### config.mk
export PLATFORM = sky130hd
export DESIGN_NAME = async_fifo_burst_reader
export DESIGN_NICKNAME = d
export VERILOG_FILES = /design/src/rtl/async_fifo_pkg.sv /design/src/rtl/async_fifo_skid_buffer.sv /design/src/rtl/async_fifo_burst_reader.sv
export SDC_FILE = /design/constraint.sdc
export NUM_CORES = 1
export LEC_CHECK = 0
export BUFFER_PORTS_ARGS = -buffer_cell sky130_fd_sc_hd__buf_4
export CELL_PAD_IN_SITES_DETAIL_PLACEMENT = 1
export CELL_PAD_IN_SITES_GLOBAL_PLACEMENT = 2
export CORE_MARGIN = 8
export CORE_UTILIZATION = 35
export CTS_CLUSTER_DIAMETER = 100
export DETAILED_ROUTE_END_ITERATION = 16
export HOLD_SLACK_MARGIN = 0.12
export PLACE_DENSITY_LB_ADDON = 0.1
export SYNTH_ARGS = -nofsm -noshare
export SYNTH_HDL_FRONTEND = slang
export SYNTH_HIERARCHICAL = 1
export SYNTH_SLANG_ARGS = --single-unit
### constraint.sdc
create_clock -name clk -period 3.8 [get_ports clk]
set_input_delay 0.95 -clock clk [delete_from_list [all_inputs] [get_ports clk]]
set_output_delay 0.95 -clock clk [all_outputs]
set_load 0.01 [all_outputs]
### src/rtl/async_fifo_pkg.sv
// Shared definitions for the async FIFO read-side blocks.
//   burst_rd_state_e : burst reader FSM states
//   SKID_DEPTH       : number of entries in the output skid buffer
package async_fifo_pkg;

    typedef enum logic [1:0] {
        IDLE  = 2'd0,
        RUN   = 2'd1,
        DRAIN = 2'd2
    } burst_rd_state_e;

    localparam int unsigned SKID_DEPTH = 2;

endpackage

### src/rtl/async_fifo_skid_buffer.sv
// Two-entry in-order skid buffer between the FIFO pop side and the output stream.
// Ports:
//   clk, reset : clock and asynchronous active-high reset
//   wr_en      : write strobe (caller guarantees count < SKID_DEPTH)
//   wr_data    : word to store
//   count      : current occupancy (0..SKID_DEPTH)
//   rd_valid   : buffer holds at least one word
//   rd_data    : head word
//   rd_ready   : consumer accepts the head word when rd_valid is high
module async_fifo_skid_buffer
    import async_fifo_pkg::*;
#(
    parameter int unsigned DATA_WIDTH = 32
) (
    input  logic                  clk,
    input  logic                  reset,
    input  logic                  wr_en,
    input  logic [DATA_WIDTH-1:0] wr_data,
    output logic [1:0]            count,
    output logic                  rd_valid,
    output logic [DATA_WIDTH-1:0] rd_data,
    input  logic                  rd_ready
);

    logic [DATA_WIDTH-1:0] mem_q [SKID_DEPTH];
    logic                  wr_ptr_q;
    logic                  rd_ptr_q;
    logic [1:0]            count_q;
    logic                  rd_en;

    assign rd_valid = (count_q != 2'd0);
    assign rd_data  = mem_q[rd_ptr_q];
    assign count    = count_q;
    assign rd_en    = rd_valid && rd_ready;

    always_ff @(posedge clk or posedge reset) begin
        if (reset) begin
            for (int i = 0; i < SKID_DEPTH; i++) begin
                mem_q[i] <= '0;
            end
            wr_ptr_q <= 1'b0;
            rd_ptr_q <= 1'b0;
            count_q  <= 2'd0;
        end else begin
            if (wr_en) begin
                mem_q[wr_ptr_q] <= wr_data;
                wr_ptr_q        <= ~wr_ptr_q;
            end
            if (rd_en) begin
                rd_ptr_q <= ~rd_ptr_q;
            end
            // Simultaneous write and read leave occupancy unchanged.
            unique case ({wr_en, rd_en})
                2'b10:   count_q <= count_q + 2'd1;
                2'b01:   count_q <= count_q - 2'd1;
                default: count_q <= count_q;
            endcase
        end
    end

endmodule

### src/rtl/async_fifo_burst_reader.sv
// Read-side burst consumer for an FWFT async FIFO.
// A start command with burst_len pops exactly that many words and streams them out
// on a valid/ready interface, with m_last on the final word.
// Ports:
//   clk, reset             : read-domain clock, asynchronous active-high reset
//   fifo_empty, fifo_data  : FWFT FIFO head interface
//   fifo_pop               : pop strobe to the FIFO
//   start, burst_len       : burst request (ignored unless idle)
//   busy, done             : burst in progress / one-cycle completion pulse
//   m_valid, m_data,
//   m_last, m_ready        : output stream
module async_fifo_burst_reader
    import async_fifo_pkg::*;
#(
    parameter int unsigned DATA_WIDTH = 32,
    parameter int unsigned LEN_WIDTH  = 8
) (
    input  logic                  clk,
    input  logic                  reset,
    input  logic                  fifo_empty,
    input  logic [DATA_WIDTH-1:0] fifo_data,
    output logic                  fifo_pop,
    input  logic                  start,
    input  logic [LEN_WIDTH-1:0]  burst_len,
    output logic                  busy,
    output logic                  done,
    output logic                  m_valid,
    output logic [DATA_WIDTH-1:0] m_data,
    output logic                  m_last,
    input  logic                  m_ready
);

    burst_rd_state_e      state_q, state_d;
    logic [LEN_WIDTH-1:0] pop_rem_q, pop_rem_d;
    logic [LEN_WIDTH-1:0] out_rem_q, out_rem_d;
    logic                 done_q, done_d;
    logic [1:0]           skid_count;
    logic                 handshake;

    // Pop depends only on registered state and fifo_empty, never on m_ready.
    assign fifo_pop  = (state_q == RUN) && !fifo_empty && (pop_rem_q != '0) &&
                       (skid_count < 2'(SKID_DEPTH));
    assign handshake = m_valid && m_ready;
    assign m_last    = m_valid && (out_rem_q == LEN_WIDTH'(1));
    assign busy      = (state_q != IDLE);
    assign done      = done_q;

    always_comb begin
        state_d   = state_q;
        pop_rem_d = pop_rem_q;
        out_rem_d = out_rem_q;
        done_d    = 1'b0;
        unique case (state_q)
            IDLE: begin
                if (start) begin
                    if (burst_len != '0) begin
                        state_d   = RUN;
                        pop_rem_d = burst_len;
                        out_rem_d = burst_len;
                    end else begin
                        done_d = 1'b1;
                    end
                end
            end
            RUN, DRAIN: begin
                if (fifo_pop) begin
                    pop_rem_d = pop_rem_q - LEN_WIDTH'(1);
                end
                if (handshake) begin
                    out_rem_d = out_rem_q - LEN_WIDTH'(1);
                end
                // Final handshake wins, which also covers skipping DRAIN from RUN.
                if (handshake && (out_rem_q == LEN_WIDTH'(1))) begin
                    state_d = IDLE;
                    done_d  = 1'b1;
                end else if ((state_q == RUN) && (pop_rem_d == '0)) begin
                    state_d = DRAIN;
                end
            end
            default: state_d = IDLE;
        endcase
    end

    always_ff @(posedge clk or posedge reset) begin
        if (reset) begin
            state_q   <= IDLE;
            pop_rem_q <= '0;
            out_rem_q <= '0;
            done_q    <= 1'b0;
        end else begin
            state_q   <= state_d;
            pop_rem_q <= pop_rem_d;
            out_rem_q <= out_rem_d;
            done_q    <= done_d;
        end
    end

    async_fifo_skid_buffer #(
        .DATA_WIDTH(DATA_WIDTH)
    ) u_skid (
        .clk      (clk),
        .reset    (reset),
        .wr_en    (fifo_pop),
        .wr_data  (fifo_data),
        .count    (skid_count),
        .rd_valid (m_valid),
        .rd_data  (m_data),
        .rd_ready (m_ready)
    );

endmodule

==> summary.md <==
| Metric | Value |
|---|---|
| Result of the run | finished, final reports clean |
| Global-route wire length before repair | 17.66 mm |
| Number of different library cells in the post-synthesis netlist | 55 |
| Clock tree root driver cell | sky130_fd_sc_hd__clkbuf_16 |
| Final wirelength | 10.84 mm |
| Share of async-settable or async-resettable flops after synthesis | 1.000 |
| Proportion of layout cells with a drive suffix above 1 | 0.4049 |
| Residual DRC count | 0 |
| Inserted Diodes | 0 |
| Number of antenna-violating nets in the routed design | 0 |
| Reg clk slew, reported paths | 0.06 ns |
| Overall die area | 16780 sq um |
| Crit path time final | 3.172 ns |
| Worst path required time | 2.85 ns |
| Number of buffers on the longest clock path | 2 |
| Number of antenna violations at the first check in global routing | 0 |
| Max FO, Critical Path | 8 |
| H-Tree Level Count | 3 |
| Remaining global-route overflow | 0 |
| Area Overhead vs Synth | 22.71% |
| Post-synth net total | 416 |
| Count of flip-flops with a built-in enable after synthesis | 0 |
| Count of buffers from port buffering | 81 |
| Final clock skew | 0.007156 ns |
| Total clock sinks | 87 |
| Buffering stage count on the worst path with inverters included | 3 |
| Max-cap violation count | 0 |
| Worst Setup End Kind | output port |
| Sequential share of the synthesized area | 0.4825 |
| Via count of the first global-routing pass | 3395 |
| Ratio of total power to cell area | 873.8 nW/um^2 |
| Via/cell ratio | 4.998 |
| Portion of the clock cycle consumed by the worst path in the final layout | 0.8349 |
| Normalized max-slew margin | 0.4641 |
| Initial DRC Count | 156 |
| Placement row count | 41 |
| Synth Warn # | 6 |
| Total negative slack for setup checks | 0 ns |
| Slowest stage cell on the critical path | sky130_fd_sc_hd__nor3b_1 |
| Post-CTS Hold Buffers | 0 |
| Static leakage | 2.557 nW |
| Setup violation total in the final timing report | 0 |
| Number of pins exceeding their max-slew limit in the final report | 0 |
| Number of nets in the layout | 497 |
| Core box area | 12620 sq um |
| Number of iterations in the first detailed-routing pass | 4 |
| Number of buffers inserted by post-CTS setup repair | 0 |
| Worst Setup Path Type | flip-flop to output port |
| Final Hold Vio Count | 0 |
| Class of the worst hold path | flip-flop to flip-flop |
| Starting utilization of the core area | 0.3575 |
| Die Y-Extent | 129.5 um |
| I/O pin cnt | 82 |
| RSZ-0062 raised after global routing | no |
| Total chip power | 4.838 mW |
| Average size of a mapped cell | 12.43 sq um |
| Peak Freq | 315.2 MHz |
| Max VDD drop | 0.0002872 V |
| Total number of vias | 3094 |
| Maximum number of pins on one net before global-route repair | 37 |
| Half-perimeter wire length of the detailed placement result | 7.809 mm |
| DR WL/cell | 17.51 um |
| Largest delay contributor family on the critical path | buffers and inverters |
| End-of-flow core utilization | 0.4387 |
| Cells along the critical path | inv_1 > ha_1 > nor3b_1 > o21ai_4 > inv_1 > buf_4 |
| Weighted congestion reported at the end of routability-driven placement | 0.7966 |
| Aggregate global-route resource usage | 0.1349 |
| Cell occurring most often along the worst timing path | sky130_fd_sc_hd__inv_1 |
| FILL cells | 1390 |
| Critical path arrival | 2.22 ns |
| Die extent in x | 129.5 um |
| Post-cts resize count | 0 |
| Mapped Area | 4512 sq um |
| Actual slew at the worst max-slew pin | 0.8029 ns |
| Prevailing post-synth register cell | sky130_fd_sc_hd__dfrtp_1 |
| Leading cell types in the layout, fill and taps excluded | sky130_fd_sc_hd__dfrtp_1, sky130_fd_sc_hd__buf_4, sky130_fd_sc_hd__mux2_2 |
| TritonCTS clock tree | done |
| Kind of start point of the critical path | flip-flop |
| Clock latency of the later-clocked register in the worst-skew pair | 0.34 ns |
| Clock buffer count from CTS | 9 |
| Post-Syn Instances | 363 |
| Flops & latches, synth | 87 |
| Worst path max stage delay | 0.53 ns |
routing by layer:
layer / up-vias / track usage / share of wire
li1: 1470 / - / -
met1: 1562 / 0.1698 / 0.47
met2: 52 / 0.2209 / 0.48
met3: 10 / 0.03081 / 0.044
met4: 0 / 0.05123 / 0.013
met5: - / 0 / 0
kinds of logic (layout without fill, tap and decap cells):
kind of cell             count (synthesis)  after routing  synth area share
flip-flops                              87             87            0.4825
XOR/XNOR                                 5              5          0.009708
AND/OR/NAND/NOR                         73             73           0.08847
buffers and inverters                   30            114           0.04354
adder cells (fa/ha/maj)                  8              8           0.02219
multiplexers                            96             96            0.2646
AO/OA/AOI/OAI                           64             64           0.08902
registers in the layout (all words and copies together), names as in the netlist:
signal	flops
done	1
pop_rem_q	8
u_skid/wr_ptr_q	1
u_skid/count	2
state_q	2
out_rem_q	8
u_skid/mem_q	64
u_skid/rd_ptr_q	1
synthesized netlist by cell type (all sizes together) (5+ instances only):
| cell | instances | area, sq um |
|---|---|---|
| a21oi | 21 | 105.1 |
| buf | 14 | 136.4 |
| dfrtp | 87 | 2177 |
| ha | 8 | 100.1 |
| inv | 12 | 45.04 |
| mux2 | 96 | 1194 |
| nand2 | 21 | 81.33 |
| nand3 | 5 | 25.02 |
| nor2 | 15 | 56.30 |
| o21ai | 18 | 105.1 |
final timing paths:
check                      cells past startpoint  slack (ns)        startpoint               end
max                                            6        0.63        state_q[1]          fifo_pop
min                                            1        0.49  u_skid/mem_q[19]  u_skid/mem_q[19]
max reg2reg                                    8        1.02      pop_rem_q[0]  u_skid/mem_q[62]
min reg2reg                                    1        0.49  u_skid/mem_q[19]  u_skid/mem_q[19]
max in group asynchronous                      3        2.26             reset   u_skid/mem_q[7]
min in group asynchronous                      2        0.76             reset  u_skid/mem_q[21]
power by group:
| group | switching [mW] | internal [mW] | total (mW) |
|---|---|---|---|
| registers | 0.361 | 1.39 | 1.75 |
| clock network | 0.352 | 0.504 | 0.855 |
| logic | 0.970 | 1.26 | 2.23 |
area by class of cell:
| cell class | instances | area [sq um] | area share |
|---|---|---|---|
| Timing Repair Buffer | 88 | 673.1 | 0.1216 |
| Sequential cell | 87 | 2177 | 0.3932 |
| Clock inverter | 5 | 60.06 | 0.01085 |
| Inverter | 12 | 45.04 | 0.008136 |
| Multi-Input combinational cell | 246 | 2141 | 0.3867 |
| Tap cell | 172 | 215.2 | 0.03887 |
| Clock buffer | 9 | 225.2 | 0.04068 |
stage by stage:
step	cell area (sq um)	std cells	worst slack, ns	hold slack [ns]
finish	5537	619	0.6275	0.4864
global route	5537	619	0.5004	0.5015
CTS	5537	619	0.5893	0.4919
detailed placement	5251	605	0.6845	0.4752
global placement	5251	605	0.7108	0.4675
floorplan	4512	363	1.110	0.4585
worst register-to-register path, cell delays in order (launching register included):
cell and delay (ns):
sky130_fd_sc_hd__dfrtp_1 0.46, sky130_fd_sc_hd__inv_1 0.12, sky130_fd_sc_hd__ha_1 0.17, sky130_fd_sc_hd__or3b_2 0.51
sky130_fd_sc_hd__o21ai_4 0.21, sky130_fd_sc_hd__inv_1 0.19, sky130_fd_sc_hd__nand2b_2 0.11, sky130_fd_sc_hd__buf_4 0.53
sky130_fd_sc_hd__mux2_1 0.39
(Power assumes the default switching activity.)
